--- config.mk ---
export PLATFORM = sky130hd
export DESIGN_NAME = countdown_sec_timer
export DESIGN_NICKNAME = d
export VERILOG_FILES = /design/src/rtl/countdown_sec_timer.sv
export SDC_FILE = /design/constraint.sdc
export NUM_CORES = 1
export LEC_CHECK = 0
export ABC_AREA = 1
export BUFFER_PORTS_ARGS = -buffer_cell sky130_fd_sc_hd__buf_4
export CAP_MARGIN = 10
export CORE_MARGIN = 5
export CORE_UTILIZATION = 58
export DETAILED_ROUTE_END_ITERATION = 10
export GPL_TIMING_DRIVEN = 0
export HOLD_SLACK_MARGIN = 0.1
export PLACE_DENSITY_LB_ADDON = 0.2
export SETUP_SLACK_MARGIN = 0.5
export SLEW_MARGIN = 20
export SYNTH_ARGS = -nofsm -noshare
export SYNTH_HDL_FRONTEND = slang
export SYNTH_SLANG_ARGS = --single-unit
--- constraint.sdc ---
create_clock -name clk -period 6.1 [get_ports clk]
set_input_delay 0.305 -clock clk [delete_from_list [all_inputs] [get_ports clk]]
set_output_delay 0.305 -clock clk [all_outputs]
set_load 0.005 [all_outputs]
--- src/rtl/countdown_sec_timer.sv ---
// Two-digit BCD countdown driven by one-second ticks.
// Requests ticks only while running; flags warning and expiry.
module countdown_sec_timer #(
  parameter int unsigned WARN_SECS    = 10,
  parameter logic [3:0]  DEFAULT_TENS = 4'd6,
  parameter logic [3:0]  DEFAULT_ONES = 4'd0
) (
  input  logic       clk,
  input  logic       rst,
  input  logic       load,
  input  logic [7:0] load_val,
  input  logic       start,
  input  logic       pause,
  input  logic       one_sec_tick,
  output logic       tick_en,
  output logic [3:0] tens,
  output logic [3:0] ones,
  output logic       running,
  output logic       warn,
  output logic       expired,
  output logic       done
);

  typedef enum logic [1:0] {
    IDLE    = 2'd0,
    RUN     = 2'd1,
    PAUSE   = 2'd2,
    EXPIRED = 2'd3
  } state_t;

  state_t     state;
  state_t     state_nx;
  logic [3:0] tens_nx;
  logic [3:0] ones_nx;
  logic [3:0] tens_dec;
  logic [3:0] ones_dec;
  logic       dec_zero;
  logic       cnt_zero;
  logic       exp_nx;
  logic [6:0] secs_nx;
  logic       warn_nx;

  function automatic logic [3:0] clamp9(input logic [3:0] d);
    return (d > 4'd9) ? 4'd9 : d;
  endfunction

  assign cnt_zero = (tens == 4'd0) && (ones == 4'd0);

  // BCD decrement with borrow; 00 never wraps.
  always_comb begin
    tens_dec = tens;
    ones_dec = ones;
    if (ones != 4'd0) begin
      ones_dec = ones - 4'd1;
    end else if (tens != 4'd0) begin
      ones_dec = 4'd9;
      tens_dec = tens - 4'd1;
    end
    dec_zero = (tens_dec == 4'd0) && (ones_dec == 4'd0);
  end

  // Next state and digits; load beats pause beats start beats tick.
  always_comb begin
    state_nx = state;
    tens_nx  = tens;
    ones_nx  = ones;
    exp_nx   = 1'b0;
    if (load) begin
      tens_nx  = clamp9(load_val[7:4]);
      ones_nx  = clamp9(load_val[3:0]);
      state_nx = IDLE;
    end else begin
      unique case (state)
        IDLE: begin
          if (start) begin
            if (cnt_zero) begin
              state_nx = EXPIRED;
              exp_nx   = 1'b1;
            end else begin
              state_nx = RUN;
            end
          end
        end
        RUN: begin
          if (pause) begin
            state_nx = PAUSE;
          end else if (one_sec_tick) begin
            tens_nx = tens_dec;
            ones_nx = ones_dec;
            if (dec_zero) begin
              state_nx = EXPIRED;
              exp_nx   = 1'b1;
            end
          end
        end
        PAUSE: begin
          if (start) begin
            state_nx = RUN;
          end
        end
        EXPIRED: begin
          state_nx = EXPIRED;
        end
        default: begin
          state_nx = IDLE;
        end
      endcase
    end
  end

  // Warning window check on the value about to be registered.
  always_comb begin
    secs_nx = ({3'b000, tens_nx} * 7'd10) + {3'b000, ones_nx};
    warn_nx = (secs_nx != 7'd0)
            && (32'(secs_nx) <= WARN_SECS)
            && (state_nx != EXPIRED);
  end

  // State, digits and all outputs are registered together.
  always_ff @(posedge clk or negedge rst) begin
    if (!rst) begin
      state   <= IDLE;
      tens    <= DEFAULT_TENS;
      ones    <= DEFAULT_ONES;
      tick_en <= 1'b0;
      running <= 1'b0;
      warn    <= 1'b0;
      expired <= 1'b0;
      done    <= 1'b0;
    end else begin
      state   <= state_nx;
      tens    <= tens_nx;
      ones    <= ones_nx;
      tick_en <= (state_nx == RUN);
      running <= (state_nx == RUN);
      warn    <= warn_nx;
      expired <= exp_nx;
      done    <= (state_nx == EXPIRED);
    end
  end

endmodule

==> results summary, run 1 <==
The run finished with clean final reports. The number of violations reported at the end of detailed-routing iteration 0 is 21. After synthesis the netlist holds a flip-flop and latch count of 14. The post-synthesis xor/xnor area fraction came out at 0.0287. The number of design rule violations left after detail routing is 0. The final setup skew is between 0.0004 and 0.0005 ns. Dividing the detail-routed via count by the number of cells gives 5.33. In this run the number of H-tree levels came out at 1. The power per cell area came out at roughly 210 mW/mm^2. After synthesis, the largest family of logic cells by area is simple AND/OR/NAND/NOR gates. In this run, distinct cell masters in the synthesized netlist total 33. The number of setup violations in the final report is 0. The path class of the tightest hold or removal check is input port to register. The cell area after synthesis is roughly 0.0012 mm^2. The initial antenna violation count is 0.

The diode insertion count for antenna repair is 0. The startpoint of the tightest hold check path is load_val[1]. The maximum number of pins on one net before global-route repair came out at 15. The via count of the first global-routing pass is 1,140. The count of vias placed by the detailed router is 1,163. The hold path depth is 2. The endpoint identified for the worst register-to-register timing path is warn.

Relative to the synthesized area, the layout overhead comes to 21.9%. Clock tree synthesis selected as its root buffer the cell sky130_fd_sc_hd__clkbuf_4. The number of buffers created by CTS is 3. Synthesis produced a netlist whose cell count is roughly 160. For this run, the total global-route usage over all layers was measured as 0.189. STA classifies the critical path endpoint as a register.

In the final routed layout, each cell accounts on average for approximately 13 um. The placed wire-length estimate is approximately 2.3 mm. The post-place setup slack came out at 2.50 ns. In this run the register-to-register setup slack is ~2.5 ns.

VDD sags by at most between 0.15 and 0.2 mV. After global routing the overflow that remains totals 0. In this run the tool buffered the top-level ports with 25 buffer cells. The initial standard-cell utilization of the core is 0.616. STA puts the critical path data arrival time at approximately 3.8 ns.

The die width is 55.9 um. In the synthesized netlist the dominant register cell turns out to be sky130_fd_sc_hd__dfrtp_1. Across all hold checks on the routed design, the worst slack comes to roughly 0.31 ns.

The clock-pin transition on the worst setup and hold timing paths is roughly 0.080 ns. The worst-case reg-to-reg path depth came out at 19. The proportion of synthesized flip-flops having asynchronous set or reset came out at 1.00. At the later pin of the worst-skew pair, clock insertion delay measures about 0.28 ns.

At the worst endpoint, the required time is about 6.3 ns. Of the total synthesized cell area, the portion taken by AND, OR, NAND and NOR gates is 0.333. The final critical delay including setup and external delays came out at between 3 and 4 ns. The post-route clock period utilization is 0.591.

The slack of the critical path came out at between 2 and 2.5 ns. The finished cells cover between 0.001 and 0.0015 mm^2. The worst hold path terminates at ones[1]. The per-instance average area after synthesis is ~7.6 um^2. The die outline area came out at ~0.0031 mm^2.

The buffer levels on the longest clock path is 2. The launch instance of the worst register-to-register path is ones[0]. The post-route antenna net violation count is 0. The post-route setup TNS came out at 0 ns.

Of the cells placed in the final design, the portion with a size suffix greater than 1 is 0.288. Buffers added to address setup during post-CTS repair amount to 0. STA classifies the critical path startpoint as a register. The number of maximum-capacitance violations is 0. The net count of the mapped netlist is ~190. The net count of the finished layout came out at about 220. Of the post-synthesis cell area, the part taken by muxes is 0. The die outline height came out at ~56 um.

The number of top-level design ports came out at 27. The maximum fanout encountered on the critical timing path is 7. The routed wire length came out at between 2 and 3 mm. The number of warnings printed during yosys synthesis is 0. At the end of routability-driven placement, the weighted congestion stood at ~0.80. The complex-gate fraction of the synthesized area is 0.146. The leakage dissipation came out at between 0.7 and 0.8 nW. The instance area at placement came out at between 0.001 and 0.0015 mm^2. The number of clock sinks seen by CTS came out at 14. The TritonCTS clock tree is done. The slew of the pin with the lowest slew margin is ~0.63 ns. The final count of pins violating max slew came out at 0. The wire length of the first global-routing pass came out at around 4.8 mm. The number of failing hold endpoints at the final stage is 0. Of the total synthesized cell area, the portion taken by full adders, half adders and majority gates is 0.125. Setup repair after global routing left no endpoint under its margin.

The post-synthesis sequential area ratio is 0.289. Yosys mapped a number of flops with a built-in enable equal to 0. The startpoint-to-endpoint class of the critical path is register to register. The headroom to the max-slew limit is 0.575.

The number of core rows is 16. The top achievable clock speed came out at around 280 MHz. The count of TritonRoute iterations in the first routing pass is 4. The area of the placeable core came out at about 0.0020 mm^2.
-- metrics by stage --
step                instances  power (mW)  utilization
CTS                       218       0.317        0.751
floorplan                 161       0.207            -
finish                    218       0.316        0.751
global placement          213       0.244        0.727
detailed placement        213       0.250        0.727
global route              218       0.339        0.751
-- worst max-delay path by stage --
stage,startpoint,endpoint,depth (start not counted)
5_1_grt,ones[0],warn,19
3_3_place_gp,ones[0],warn,19
4_1_cts,ones[0],warn,19
6_report,ones[0],warn,19
2_1_floorplan,ones[0],warn,19
3_5_place_dp,ones[0],warn,19
-- registers in the layout (all words and copies together), names as in the netlist --
register,cells
state,2
tens,4
running,1
expired,1
ones,4
done,1
warn,1
-- critical path: stages, from the launching register on --
cell	delay, ns
sky130_fd_sc_hd__dfrtp_1	0.39
sky130_fd_sc_hd__inv_1	0.18
sky130_fd_sc_hd__ha_1	0.26
sky130_fd_sc_hd__nand2_2	0.09
sky130_fd_sc_hd__nor2_4	0.15
sky130_fd_sc_hd__nand2_2	0.12
sky130_fd_sc_hd__o21ai_0	0.16
sky130_fd_sc_hd__o31ai_1	0.11
sky130_fd_sc_hd__a22oi_1	0.23
sky130_fd_sc_hd__inv_1	0.13
sky130_fd_sc_hd__ha_1	0.31
sky130_fd_sc_hd__ha_1	0.21
sky130_fd_sc_hd__fa_1	0.55
sky130_fd_sc_hd__xor2_1	0.16
sky130_fd_sc_hd__nand2_1	0.07
sky130_fd_sc_hd__a21oi_1	0.12
sky130_fd_sc_hd__nand2_1	0.06
sky130_fd_sc_hd__inv_1	0.05
sky130_fd_sc_hd__nand4_1	0.09
sky130_fd_sc_hd__a21oi_2	0.11
-- power breakdown --
part | total (mW) | internal [mW] | switching, mW | leakage (nW)
Combinational | 0.137 | 0.0597 | 0.0778 | 0.569
Clock | 0.0663 | 0.0364 | 0.0299 | 0.0210
Sequential | 0.112 | 0.103 | 0.00962 | 0.172
Total | 0.316 | 0.199 | 0.117 | 0.762
-- area by class of cell --
class                      count  area (um^2)
clock buffer                   4         36.3
multi-input combinational    123          772
buffer                         2         12.5
tap                           27         33.8
sequential                    14          353
inverter                      22         82.6
timing repair buffer          26          198
fill                         157          494
-- per-layer routing --
| metal | global-route usage | part of all wire |
|---|---|---|
| met1 | 0.234 | 0.46 |
| met2 | 0.340 | 0.50 |
| met3 | 0.00696 | 0.020 |
| met4 | 0.0814 | 0.018 |
| met5 | 0 | 0 |
-- what timing repair did --
item                      in CTS  in global routing
hold endpoints to repair      14                  0
resized for setup              0                  0
hold buffers                   1                  0
-- layout by cell type, fill, tap and decap left out, types with 3 or more instances in the layout --
cell / count
sky130_fd_sc_hd__nand2_1: 30
sky130_fd_sc_hd__buf_4: 26
sky130_fd_sc_hd__inv_1: 18
sky130_fd_sc_hd__nand3_1: 14
sky130_fd_sc_hd__nor2_1: 13
sky130_fd_sc_hd__dfrtp_1: 12
sky130_fd_sc_hd__a21oi_1: 9
sky130_fd_sc_hd__ha_1: 9
sky130_fd_sc_hd__nand2_2: 8
sky130_fd_sc_hd__inv_2: 4
sky130_fd_sc_hd__o21ai_0: 4
sky130_fd_sc_hd__nand4_1: 4
sky130_fd_sc_hd__nor2_2: 3
sky130_fd_sc_hd__xor2_1: 3
sky130_fd_sc_hd__o21a_1: 3
sky130_fd_sc_hd__nor2_4: 3
sky130_fd_sc_hd__clkbuf_4: 3
-- synth_stat cells, types with 2 or more instances --
cell                      instances  area share
sky130_fd_sc_hd__a21oi_1          9       0.037
sky130_fd_sc_hd__a22oi_1          2       0.012
sky130_fd_sc_hd__dfrtp_1         12        0.25
sky130_fd_sc_hd__dfstp_2          2       0.043
sky130_fd_sc_hd__fa_1             2       0.033
sky130_fd_sc_hd__ha_1             9       0.092
sky130_fd_sc_hd__inv_1           18       0.055
sky130_fd_sc_hd__inv_2            4       0.012
sky130_fd_sc_hd__nand2_1         30       0.092
sky130_fd_sc_hd__nand2_2          8       0.041
sky130_fd_sc_hd__nand3_1         14       0.057
sky130_fd_sc_hd__nand3_2          2       0.016
sky130_fd_sc_hd__nand4_1          4       0.021
sky130_fd_sc_hd__nor2_1          13       0.040
sky130_fd_sc_hd__nor2_2           3       0.015
sky130_fd_sc_hd__nor2_4           3       0.028
sky130_fd_sc_hd__nor3_1           2      0.0082
sky130_fd_sc_hd__o21a_1           3       0.018
sky130_fd_sc_hd__o21ai_0          4       0.016
sky130_fd_sc_hd__o21ai_1          2      0.0082
sky130_fd_sc_hd__xor2_1           3       0.022
-- cells by family (layout without fill, tap and decap cells) --
| group | after synthesis | after routing |
|---|---|---|
| simple gates | 80 | 80 |
| buf+inv | 24 | 54 |
| fa+ha+maj | 11 | 11 |
| compound gates | 28 | 28 |
| flops | 14 | 14 |
| xor+xnor | 4 | 4 |
Note: power is estimated with default switching activity, not from simulation.
==> run 2, diff against run 1 <==
- CORE_UTILIZATION: 58 -> 54
- clock period: 6.1 -> 3.65 ns (I/O delays scaled with it)
==> results summary, run 2 (same netlist as run 1, synthesis figures left out) <==
The post-place setup slack came out at 0.200 ns. The hold path depth came out at 2. The number of placed instances with taps included came out at 214.

The worst slack on hold paths is approximately 0.17 ns. Setup repair after global routing could not meet its margin everywhere. The initial antenna violation count came to 0. After detailed routing, the wire length on met1 is ~1.4 mm.

Summed over all cells, the static leakage comes to 0.840 nW. Summing all non-filler instances in the final layout gives an area of 0.00167 mm^2. The number of buffers created by CTS is 3. The share of the core filled with cells in the final layout is 0.763. The floorplan step set the die width to 57.5 um. The mean number of vias per cell is about 5.6. The via count of the first global-routing pass is 1,261. The worst pin sits at a relative slew slack of 0.632.

For this run, the total global-route usage over all layers was measured as 0.210. Summed over all nets, wire length on met2 after detailed routing comes to roughly 1.8 mm. In the final layout, flip-flops and latches occupy between 300 and 400 um^2.

After detailed routing, the average wire length per cell comes to approximately 15 um. The most frequent standard cell in the layout excluding fill and tap cells is sky130_fd_sc_hd__buf_4. The number of fill cells came out at 157.

The routed layout has between 1k and 1.5k vias. After the last flow step, the layout net total stands at between 200 and 250. The TritonCTS clock tree is done. The wire length of the first global-routing pass is 5.46 mm. The flow ran to the end, and the final reports show no timing, DRC or antenna violations. The number of core rows came out at 17. The total chip power came out at 0.581 mW. The maximum number of pins on one net before global-route repair is 15. The area growth from synthesis to final layout came out at 37.0%. The slew of the pin with the lowest slew margin came out at 0.548 ns. The number of maximum-capacitance violations came out at 0.

The final count of pins violating max slew came out at 0. 27 I/O pins were placed. The final weighted congestion of routability-driven global placement is 0.809. Across the VDD grid, the largest voltage drop is around 0.26 mV. The post-route antenna net violation count is 0.

The final critical delay including setup and external delays came out at around 3.3 ns. The die outline area is approximately 0.0033 mm^2. The topmost layer with routed signal wires is met4. In the finished design, the share of the clock period the worst path needs comes to 0.901.

The routed wire length came out at 3.43 mm. The startpoint-to-endpoint class of the critical path is register to register. The first routing iteration left a little over 40 violations. In the final layout, the registers with the most flip-flops are ones x4, tens x4, state x2.

In the layout the commonest cells are sky130_fd_sc_hd__buf_4, sky130_fd_sc_hd__nand2_1, sky130_fd_sc_hd__inv_1, sky130_fd_sc_hd__nand3_1, sky130_fd_sc_hd__nor2_1. The clock-pin transition on the worst setup and hold timing paths is 0.08 ns. The tightest min-delay check is of the input port to register type. The post-route setup TNS came out at 0 ns. Of all nets on the critical path, the largest fanout is 5.

The finished layout holds 233 standard cells, fillers aside. The clock network latency to the later pin of the worst-skew pair came out at roughly 0.29 ns. The area taken by multi-input logic gates is approximately 850 um^2. The top achievable clock speed is a little over 300 MHz. The worst setup path is launched from a register. The initial standard-cell utilization of the core is 0.557. The number of failing hold endpoints at the final stage is 0. The deepest level of the CTS H-tree is 1. The number of clock sinks seen by CTS came out at 14. The buffer levels on the longest clock path came out at 2. The signal arrival time at the worst endpoint came out at roughly 3.5 ns. After detailed routing, the met3 layer carries approximately 150 um of wire.

The instance area at placement came out at ~0.0015 mm^2. For this design the ratio of total power to cell area is between 300 and 400 mW/mm^2. The placed wire-length estimate is between 2 and 2.5 mm. The fraction of final layout cells with drive strength greater than 1 is 0.390.

Across the routed clock network, the largest skew measured is 0.00102 ns. The diode insertion count for antenna repair is 0. The number of design rule violations left after detail routing came out at 0. The data required time at the worst endpoint is between 3 and 4 ns. In this run the tool buffered the top-level ports with 25 buffer cells. The die outline height is roughly 58 um. The count of TritonRoute iterations in the first routing pass came out at 4. The cell sitting at the root of the clock tree is a sky130_fd_sc_hd__clkbuf_4. Setup violations remaining at the end of the flow were counted as 0. The final global-route overflow total is 0. The area of the placeable core is about 0.0022 mm^2. Measured in cells, the most critical reg-to-reg path has a length of 18. STA classifies the critical path endpoint as a register. Once routing completed, OpenROAD measured the worst setup slack at 0.361 ns.
run 2: layout make-up:
cell class | instances | share of cell area
timing repair buffer | 40 | 0.183
buffer | 2 | 0.00749
inverter | 22 | 0.0494
multi-input combinational | 123 | 0.506
sequential | 14 | 0.211
clock buffer | 4 | 0.0217
tap | 28 | 0.0210
run 2: path summary, 6_finish.rpt:
| path | slack (ns) | endpoint | start |
|---|---|---|---|
| worst min register to register | 0.53 | expired | state[1] |
| min in group asynchronous | 0.28 | ones[2] | rst |
| worst max-delay path | 0.36 | warn | tens[1] |
| max in group asynchronous | 3.13 | tens[1] | rst |
| worst max register to register | 0.36 | warn | tens[1] |
| worst min-delay path | 0.17 | ones[1] | load_val[1] |
run 2: repair_timing:
item / in CTS / in global routing
pin swaps: 8 / 6
hold buffers: 1 / 0
hold endpoints to repair: 14 / 0
resized for setup: 7 / 4
endpoints found under the setup margin: 1 / 1
buffers inserted: 11 / 3
run 2: worst max-delay path, stage by stage, from the launching register on:
cell and delay (ns):
sky130_fd_sc_hd__dfstp_2 0.56, sky130_fd_sc_hd__inv_2 0.06, sky130_fd_sc_hd__ha_4 0.18, sky130_fd_sc_hd__nand2_4 0.08, sky130_fd_sc_hd__nand2_4 0.07, sky130_fd_sc_hd__o21ai_2 0.17, sky130_fd_sc_hd__o31ai_2 0.10, sky130_fd_sc_hd__a22oi_1 0.21
sky130_fd_sc_hd__inv_1 0.13, sky130_fd_sc_hd__ha_4 0.24, sky130_fd_sc_hd__ha_4 0.16, sky130_fd_sc_hd__fa_1 0.57, sky130_fd_sc_hd__xor2_1 0.19, sky130_fd_sc_hd__nand2_1 0.08, sky130_fd_sc_hd__a21oi_1 0.13, sky130_fd_sc_hd__nand2_1 0.06
sky130_fd_sc_hd__inv_1 0.06, sky130_fd_sc_hd__nand4_1 0.08, sky130_fd_sc_hd__a21oi_2 0.11
run 2: power by group:
part | switching [mW] | leakage, nW | internal, mW
sequential | 0.0163 | 0.172 | 0.172
clock | 0.0521 | 0.0210 | 0.0608
combinational | 0.152 | 0.647 | 0.128
run 2: layer usage:
layer	vias up	global-route usage
met1	622	0.250
met3	13	0.0362
met4	0	0.132
li1	627	-
met2	44	0.345
met5	-	0
